File: src/rtl/da_fir_serial_ctrl.sv
// Bit-serial DA sequencer for a 10-tap symmetric FIR; result pulses 15 cycles after accept.
// One sample in flight at a time: in_ready drops on accept and returns once the result is out.
module da_fir_serial_ctrl #(
  parameter int DW    = 12,
  parameter int LUT_W = 18,
  parameter int OUT_W = 30
) (
  input  logic                    clk,
  input  logic                    rst,
  input  logic                    in_valid,
  output logic                    in_ready,
  input  logic signed [DW-1:0]    in_data,
  output logic [4:0]              lut_addr,
  input  logic signed [LUT_W-1:0] lut_data,
  output logic                    out_valid,
  output logic signed [OUT_W-1:0] out_data,
  output logic                    busy
);

  localparam int KW = $clog2(DW + 1);
  localparam logic [KW-1:0] KMAX = KW'(DW);

  typedef enum logic [1:0] {IDLE, LOAD, RUN, DONE} state_t;

  state_t state, state_nxt;

  logic signed [DW-1:0]  d [0:9];
  logic signed [DW:0]    p [0:4];
  logic signed [OUT_W:0] acc, acc_nxt, lut_ext, term;
  logic [KW-1:0]         k;
  logic                  accept;
  logic                  last_bit;

  assign accept   = in_valid & in_ready & (state == IDLE);
  assign last_bit = (state == RUN) && (k == KMAX);
  assign busy     = (state != IDLE);

  always_ff @(posedge clk or posedge rst) begin
    if (rst) state <= IDLE;
    else     state <= state_nxt;
  end

  always_comb begin
    state_nxt = state;
    case (state)
      IDLE: if (accept) state_nxt = LOAD;
      LOAD: state_nxt = RUN;
      RUN:  if (k == KMAX) state_nxt = DONE;
      DONE: state_nxt = IDLE;
      default: state_nxt = IDLE;
    endcase
  end

  // Address bit i carries bit k of pre-add sum i; parked at 0 outside RUN.
  always_comb begin
    lut_addr = '0;
    if (state == RUN) begin
      for (int i = 0; i < 5; i++) lut_addr[i] = p[i][k];
    end
  end

  // Bit DW of the pre-add sums is the sign bit and carries negative weight.
  always_comb begin
    lut_ext = {{(OUT_W + 1 - LUT_W){lut_data[LUT_W-1]}}, lut_data};
    term    = lut_ext <<< k;
    acc_nxt = (k == KMAX) ? acc - term : acc + term;
  end

  always_ff @(posedge clk or posedge rst) begin
    if (rst) begin
      for (int i = 0; i < 10; i++) d[i] <= '0;
      for (int i = 0; i < 5; i++)  p[i] <= '0;
      acc       <= '0;
      k         <= '0;
      in_ready  <= 1'b0;
      out_valid <= 1'b0;
      out_data  <= '0;
    end else begin
      in_ready  <= (state_nxt == IDLE);
      out_valid <= last_bit;
      if (accept) begin
        d[0] <= in_data;
        for (int i = 1; i < 10; i++) d[i] <= d[i-1];
      end
      if (state == LOAD) begin
        for (int i = 0; i < 5; i++)
          p[i] <= {d[i][DW-1], d[i]} + {d[9-i][DW-1], d[9-i]};
        acc <= '0;
        k   <= '0;
      end
      if (state == RUN) begin
        acc <= acc_nxt;
        k   <= k + 1'b1;
      end
      if (last_bit) out_data <= acc_nxt[OUT_W-1:0];
    end
  end

endmodule

File: config.mk
export PLATFORM = sky130hd
export DESIGN_NAME = da_fir_serial_ctrl
export DESIGN_NICKNAME = d
export VERILOG_FILES = /design/src/rtl/da_fir_serial_ctrl.sv
export SDC_FILE = /design/constraint.sdc
export NUM_CORES = 1
export LEC_CHECK = 0
export CORE_ASPECT_RATIO = 0.6
export CORE_MARGIN = 2
export CORE_UTILIZATION = 60
export CTS_CLUSTER_DIAMETER = 50
export DETAILED_ROUTE_END_ITERATION = 10
export GPL_ROUTABILITY_DRIVEN = 0
export PLACE_DENSITY = 0.79
export SYNTH_ARGS = -nofsm -noshare
export SYNTH_HDL_FRONTEND = slang
export SYNTH_SLANG_ARGS = --single-unit
File: constraint.sdc
create_clock -name clk -period 23.7 [get_ports clk]
set_clock_uncertainty 0.1 [all_clocks]
set_input_delay 4.74 -clock clk [delete_from_list [all_inputs] [get_ports clk]]
set_output_delay 4.74 -clock clk [all_outputs]
set_load 0.01 [all_outputs]
==> impl_metrics.ini <==
[logic_synthesis]
yosysWarnings = 0
ys_top_cells_by_area = dfrtp_1, mux2_2, ha_1, mux4_2, xnor2_1
syn_avg_cell_area_um2 = 10.3
synth_fp_nets = 1656
yosysTopAreaCell = dfrtp_1
synth-edff-count = 0
synthTopCellsByCount = dfrtp_1, mux2_2, nand2_1
ys_ff_latch = 253
yosysMostFrequentCell = dfrtp_1
yosysUniqueCellTypes = 76
async_flop_share = 1.00
synth_top_area_frac = 0.404
syn-cell-area_um2 = 15700
synthFlopType = dfrtp_1
ys_seq_area_frac = 0.404
postSynthCellCount = 1522

[route]
dr_wl_met2_um = 15100
vias_per_cell = 6.19
top_layer_used = met5
drtAntennaViolNets = 0
met3_length_um = 3810
dr.pass1.iters = 8
vias = 11961
wl_per_cell_um = 19.6
first_iter_violations = 1223
wl_met1_um = 18200
finalWirelength_um = 37900
drc_errors = 0

[flow_run]
cap_violations = 0

[floorplanning]
row_count = 45
die_h_um = 129
fp.coreArea_um2 = 25400
pin_count = 71
initial_utilization = 0.615
die-area_um2 = 27500
fp.dieW_um = 213

[setup_path]
cp.arrival_ns = 10.64
crit_buf_inv = 1
critical_path.max_fanout = 6
path_cells = clkdlybuf4s50_1 > mux4_2 > a222oi_1 > and3_1 > a21o_1 > or4b_4 > o21ai_1 > xnor2_1 > ha_1 > a21o_1 > a311oi_1 > a22oi_1 > or3_1 > a31oi_1 > nor3_1 > nor4_1 > or4_1 > nand3_1
critical_path.max_stage_delay_ns = 0.72
crit_top_cell = a21o_1
critPathSlowestCell = a222oi_1
cp-end-kind = flip-flop
required_ns = 24.03
cp_top_family = compound AO/OA/AOI/OAI gates
cp-start-kind = primary input
criticalPathCategory = in -> reg

[sta]
slew-limit-headroom = 0.234
final_hold_viol_count = 0
rsz0062_at_grt = false
final.setup.tns_ns = 0
fin_crit_ns = 10.32
max_freq_ghz = 0.0969
drv_slew = 0
min_period_over_period = 0.435
max_slew.worst_pin.slew_ns = 1.15
setup-violations-final = 0

[power]
power_density_nw_per_um2 = 140
power_frac_seq = 0.289
power.clock.fraction = 0.164
p_leak_uw = 0.00805
p_int_uw = 1410
swShare = 0.426
p_sw_uw = 1040
pwr-share-comb = 0.547
ir_worst_vdd_mv = 0.0861

[final_layout]
num-fill-cells = 1926
syn2layout_area_growth_pct = 11.4
final_cells = 1931
utilization = 0.686
finalNetCount = 1696
drive_above_1_share = 0.167

[hold_path]
min_path_type = reg -> reg

[place]
portBuffers = 70
placedCellCount = 1885
hpwl_um = 27000

[clock_tree]
post_cts_resized = 0
cts_hold_buf = 0
cts.path.max_buffers = 3
root_buffer = clkbuf_16
cts_tree = done
clkSlewWorstSetupHoldPaths_ns = 0.06
clk_latency_ns = 0.55
cts_max_level = 1
cts_buffers = 26
cts_setup_buffers = 0
clock_sinks = 253

[global_route]
grt_pass1_vias = 11603
grt_pass1_wl_um = 61800
grtUsageTotal = 0.284
grt-ovfl-total = 0
antenna_found_initial = 1
grt_max_degree = 105

[status]
status = completed
==> state kept, by name, summed over array words and instances (netlist names) <==
signal / count
p: 65
out_data: 30
acc: 30
out_valid: 1
in_ready: 1
state: 2
d: 120
k: 4
==> power groups by stage <==
stage | combinational (uW) | sequential [uW] | clock (uW)
after floorplan | 971 | 674 | 0
after CTS | 1310 | 707 | 408
after global routing | 1460 | 728 | 428
final | 1340 | 707 | 402
after detailed placement | 1300 | 713 | 0
after global placement | 1260 | 705 | 0
==> kinds of logic (layout without fill, tap and decap cells) <==
| kind of cell | count (synthesis) | after routing | share of synthesized area |
|---|---|---|---|
| AO/OA/AOI/OAI | 347 | 347 | 0.142 |
| XOR/XNOR | 84 | 84 | 0.0470 |
| adder cells (fa/ha/maj) | 101 | 101 | 0.0836 |
| buffers and inverters | 155 | 211 | 0.0392 |
| flip-flops | 253 | 253 | 0.404 |
| multiplexers | 209 | 209 | 0.170 |
| other | 0 | 1 | 0 |
| AND/OR/NAND/NOR | 373 | 373 | 0.114 |
==> path summary, 6_finish.rpt <==
| path | from | slack, ns | cells after the start | end |
|---|---|---|---|---|
| setup / recovery | lut_data[6] | 13.38 | 18 | out_data[26] |
| min in group asynchronous | rst | 4.62 | 2 | out_data[3] |
| hold reg to reg | out_data[24] | 0.38 | 2 | out_data[24] |
| max in group asynchronous | rst | 16.48 | 4 | d[104] |
| hold / removal | out_data[24] | 0.38 | 2 | out_data[24] |
| setup reg to reg | k[0] | 17.08 | 17 | out_data[26] |
==> worst register-to-register path, stage by stage, from the launching register on <==
cell and delay, ns:
dfrtp_2 0.92, mux4_2 0.67, a222oi_1 0.72, and3_1 0.25, a21o_1 0.18, or4b_4 0.53, o21ai_1 0.18, xnor2_1 0.22
ha_1 0.36, a21o_1 0.25, a311oi_1 0.40, a22oi_1 0.14, or3_1 0.33, a31oi_1 0.28, nor3_1 0.16, nor4_1 0.54
or4_1 0.21, nand3_1 0.07
==> per-layer routing <==
layer	up-vias	GRT usage
li1	5594	-
met1	5802	0.435
met2	487	0.394
met3	76	0.0940
met4	2	0.0559
met5	-	0
==> metrics by stage <==
step                      worst slack (ns)  total power (uW)  cell area, um2  hold slack (ns)
after detailed placement             12.67              2010           16600            0.369
after CTS                            13.24              2420           17400            0.382
after global placement               12.90              1960           16600            0.362
after global routing                 13.36              2610           17400            0.402
final                                13.38              2450           17400            0.378
after floorplan                      11.90              1640           15700            0.346
==> placed cells by master, fill, tap and decap left out, types with 29 or more instances in the layout <==
cell type,netlist,layout
clkdlybuf4s50_1,0,70
xnor2_1,59,59
ha_1,95,94
nor2_1,80,80
o21ai_0,92,92
mux4_2,29,29
inv_1,82,81
nand3_1,31,30
mux2_2,156,156
dfrtp_1,253,251
nor3_1,30,30
nand2_1,129,129
a21oi_1,62,62
o22ai_1,36,36
==> layout make-up <==
type,instances,area [um2],share of cell area
well taps,352,440,0.0252
diodes,1,2.50,0.000143
repair buffers,84,803,0.0460
clock buffers,36,708,0.0406
multi-input cells,1114,8730,0.500
flip-flops and latches,253,6330,0.363
inverters,83,319,0.0183
clock inverters,8,111,0.00638
Note: power is estimated with default switching activity, not from simulation.
==> patch 1 (same flow settings) <==
`DW`: 12 -> 18.
--- a/src/rtl/da_fir_serial_ctrl.sv
+++ b/src/rtl/da_fir_serial_ctrl.sv
@@ -2,5 +2,5 @@
 // One sample in flight at a time: in_ready drops on accept and returns once the result is out.
 module da_fir_serial_ctrl #(
-  parameter int DW    = 12,
+  parameter int DW    = 18,
   parameter int LUT_W = 18,
   parameter int OUT_W = 30
Interface: changed (resized in_data); port bits go from 71 to 77. No check against the original RTL was run, so the function may have changed too.
==> patch 1 against the unedited design <==
First-iteration DRC count is 28% higher. Largest cell class unchanged. Sequential power is 30% higher. Sequential cell count is 91 higher. Highest routed layer is now met4. Setup slack worse by 0.25 ns. Critical path type unchanged. Wire length is 38% higher. Power is 9.3% higher. Design area is 33% higher. Area after synthesis is 33% higher.
==> patch 1: results (changes against the unedited design) <==
max layer used: met4
Pre-antenna DRT Iters: 10 (+2)
Syn Area/Cell: 10.61 um2 (+3.1%)
clock share of power: 0.214 (+0.050)
Inst Count DP: 2427 (+29%)
combinational cell power: 1.18 mW (-12%)
CP Data Arrival Time: 10.87 ns (+0.23 ns)
DP Worst Slack: 12.93 ns (+0.2574 ns)
Hold Crit Endpoint: out_data[26]
slowest stage delay, CP: 0.95 ns (+0.23 ns)
commonest cells in the netlist: dfrtp_1, mux2_2, nand2_1
count of cell types in the netlist: 83 (+9.2%)
origin of the worst setup path: lut_data[1]
biggest registers after layout: d x180, p x95
H-Tree Depth: 2 (+1)
CP max stage cell: nor4_1
DRT iter0 DRCs: 1571 (+28%)
vias in the first global route: 15350 (+32%)
Clock net power: 0.572 mW (+42%)
NetSw: 1.025 mW (-1.7%)
slew at the pin with the worst max-slew slack: 1.084 ns (-0.06219 ns)
Power Dens Cells: 115.8 mW/mm2 (-18%)
clock buffer count from CTS: 35 (+35%)
crit path time final: 10.56 ns (+0.2471 ns)
met3 WL: 4794 um (+26%)
HP Start: out_data[26]
worst reg2reg path startpoint: k[3]
P_leak: 10.98 nW (+36%)
status: finished, final reports clean
largest fanout on the critical path: 11 (+5)
NumNets Final: 2176 (+28%)
largest net degree at the start of global routing: 128 (+22%)
Layout fillers: 2514 (+31%)
placed instance area: 0.02194 mm2 (+32%)
global-route wire length before repair: 83180 um (+35%)
total track usage: 0.2898 (+0.005517)
r2r worst-path depth: 20 (+3)
WL met2: 21870 um (+44%)
synthesized net count: 2131 (+29%)
register-to-register setup slack: 16.89 ns (-0.19 ns)
routed via count: 15750 (+32%)
patch 1: layout make-up:
| class | instances | share of cell area |
|---|---|---|
| tap | 459 | 0.02484 |
| clock inverter | 8 | 0.004329 |
| inverter | 92 | 0.01526 |
| antenna | 1 | 0.0001082 |
| clock buffer | 53 | 0.04654 |
| multi-input combinational | 1440 | 0.4983 |
| timing repair buffer | 92 | 0.03810 |
| sequential | 344 | 0.3725 |
patch 1: cell families (layout without fill, tap and decap cells):
family	count (synthesis)	in the layout	synth area share
and+or+nand+nor	469	469	0.1046
DFF	344	344	0.4139
adders and majority gates	132	132	0.08158
buffers and inverters	176	245	0.03339
muxes	313	313	0.1908
xor gates and xnor gates	110	110	0.04633
AOI/OAI and AO/OA	416	416	0.1294
other	0	1	0
patch 1: per-layer routing:
metal / vias up / track usage
met5: - / 0
met4: 0 / 0.05396
met3: 80 / 0.07182
met2: 622 / 0.4169
met1: 7862 / 0.4469
li1: 7182 / -
==> patch 2 (same flow settings) <==
Without the edit above. Re-encode `state_t` (4 states) as one-hot, 4 bits wide.
--- a/src/rtl/da_fir_serial_ctrl.sv
+++ b/src/rtl/da_fir_serial_ctrl.sv
@@ -21,5 +21,5 @@
   localparam logic [KW-1:0] KMAX = KW'(DW);
 
-  typedef enum logic [1:0] {IDLE, LOAD, RUN, DONE} state_t;
+  typedef enum logic [3:0] {IDLE = 4'b0001, LOAD = 4'b0010, RUN = 4'b0100, DONE = 4'b1000} state_t;
 
   state_t state, state_nxt;
Behaviour: no difference found for any inputs over 10 cycles, from zero or initial values and one cycle with rst high; not proved beyond that.
==> patch 2 against the unedited design <==
Synthesized cell count decreased by 0.20%. First-iteration DRC count decreased by 6.4%. Hold slack got worse by 0.0034 ns. Sequential cell count increased by 2. Setup slack improved by 0.80 ns. Global-route usage increased by 0.46 points. Design area decreased by 0.58%. Wire length about the same. Clock power decreased by 1%. Power decreased by 1.2%. Area after synthesis decreased by 0.58%. Critical path depth decreased by 1.
==> patch 2: results (changes against the unedited design) <==
Antenna Cells: 0 (-1)
WL per Instance: 19.66 um (about the same)
Syn Area/Cell: 10.25 um2 (-0.39%)
slew at the pin with the worst max-slew slack: 1.009 ns (-0.1368 ns)
biggest registers after layout: d x120, p x65
sequential cell area: 0.006385 mm2 (+0.81%)
vias in the first global route: 11560 (-0.38%)
largest net degree at the start of global routing: 137 (+30%)
WL met2: 15520 um (+2.4%)
Post-synth EDFFs: 0 (unchanged)
M2 GR Usage: 0.4114 (+0.01749)
DRT iter0 DRCs: 1145 (-6.4%)
register-to-register setup slack: 17.71 ns (+0.63 ns)
met1 usage: 0.4524 (+0.01781)
switch share: 0.4162 (-0.009859)
met3 usage: 0.07030 (-0.02374)
initial antenna violation count: 0 (-1)
status: finished, final reports clean
Pre-antenna DRT Iters: 5 (-3)
clock buffer count from CTS: 25 (-3.8%)
DP Worst Slack: 13.80 ns (+1.130 ns)
commonest cells in the netlist: dfrtp_1, nand2_1, mux2_2
flop and latch count out of synthesis: 255 (+0.79%)
met3 WL: 3456 um (-9.3%)
synthesized net count: 1650 (-0.36%)
CP max stage cell: mux4_2
layout cells sized above 1: 0.1541 (-0.01258)
Routed met1 length: 18340 um (+0.59%)
Max VDD drop: 0.00007153 V (-17%)
routed via count: 12000 (+0.31%)
total track usage: 0.2889 (+0.004574)
Seq/Total Area, Yosys: 0.4099 (+0.005667)
WHS: 0.3745 ns (-0.003442 ns)
count of cell types in the netlist: 84 (+11%)
reg-to-reg endpoint: acc[29]
placed instance area: 0.01654 mm2 (-0.50%)
largest fanout on the critical path: 9 (+3)
post-DP HPWL: 26790 um (-0.78%)
P_leak: 7.898 nW (-1.9%)
CP Data Arrival Time: 9.82 ns (-0.82 ns)
final wirelength: 37930 um (about the same)
max layer used: met4
HP Start: p[2]
Hold Crit Class: flip-flop to flip-flop
Inst Count DP: 1886 (+0.053%)
global-route wire length before repair: 62150 um (+0.60%)
Layout fillers: 1875 (-2.6%)
Hold Crit Endpoint: p[2]
slowest stage delay, CP: 0.60 ns (-0.12 ns)
Area contributors post-synth: dfrtp_1, mux2_2, ha_1
share of synthesized registers carrying an async set or reset: 1.000 (unchanged)
patch 2: power groups by stage:
| stage | logic [mW] | registers, mW | clock network [mW] |
|---|---|---|---|
| 2_1_floorplan | 0.997 | 0.696 | 0 |
| 3_3_place_gp | 1.17 | 0.755 | 0 |
| 3_5_place_dp | 1.22 | 0.763 | 0 |
| 4_1_cts | 1.24 | 0.759 | 0.403 |
| 5_1_grt | 1.40 | 0.784 | 0.421 |
| 6_report | 1.26 | 0.764 | 0.397 |
patch 2: kinds of logic (layout without fill, tap and decap cells):
group | Yosys count | count (layout) | share of synthesized area
adder cells (fa/ha/maj) | 98 | 98 | 0.08165
AO/OA/AOI/OAI | 366 | 366 | 0.1555
XOR/XNOR | 86 | 86 | 0.04838
AND/OR/NAND/NOR | 409 | 409 | 0.1222
buffers and inverters | 124 | 182 | 0.03311
flip-flops | 255 | 255 | 0.4099
multiplexers | 181 | 181 | 0.1492
patch 2: layout make-up:
class / instances / area share
Clock buffer: 36 / 0.04190
Clock inverter: 7 / 0.004760
Inverter: 55 / 0.01233
Multi-Input combinational cell: 1140 / 0.5011
Sequential cell: 255 / 0.3680
Tap cell: 352 / 0.02539
Timing Repair Buffer: 84 / 0.04645
patch 2: how the worst max path moves through the flow:
stage                           start       to  slack (ns)
after floorplan                   rst   acc[0]       11.85
after global placement    lut_data[0]  acc[29]       14.01
after detailed placement  lut_data[0]  acc[29]       13.80
after CTS                 lut_data[0]  acc[29]       14.35
after global routing      lut_data[2]  acc[29]       13.88
final                     lut_data[0]  acc[29]       14.18
patch 2: critical path, delay by kind of cell:
family                   cells  cell delay (ns)
XOR/XNOR                     2             0.32
adder cells (fa/ha/maj)      1             0.32
AND/OR/NAND/NOR              7             2.04
AO/OA/AOI/OAI                4             0.89
buffers and inverters        1             0.57
multiplexers                 2             0.93
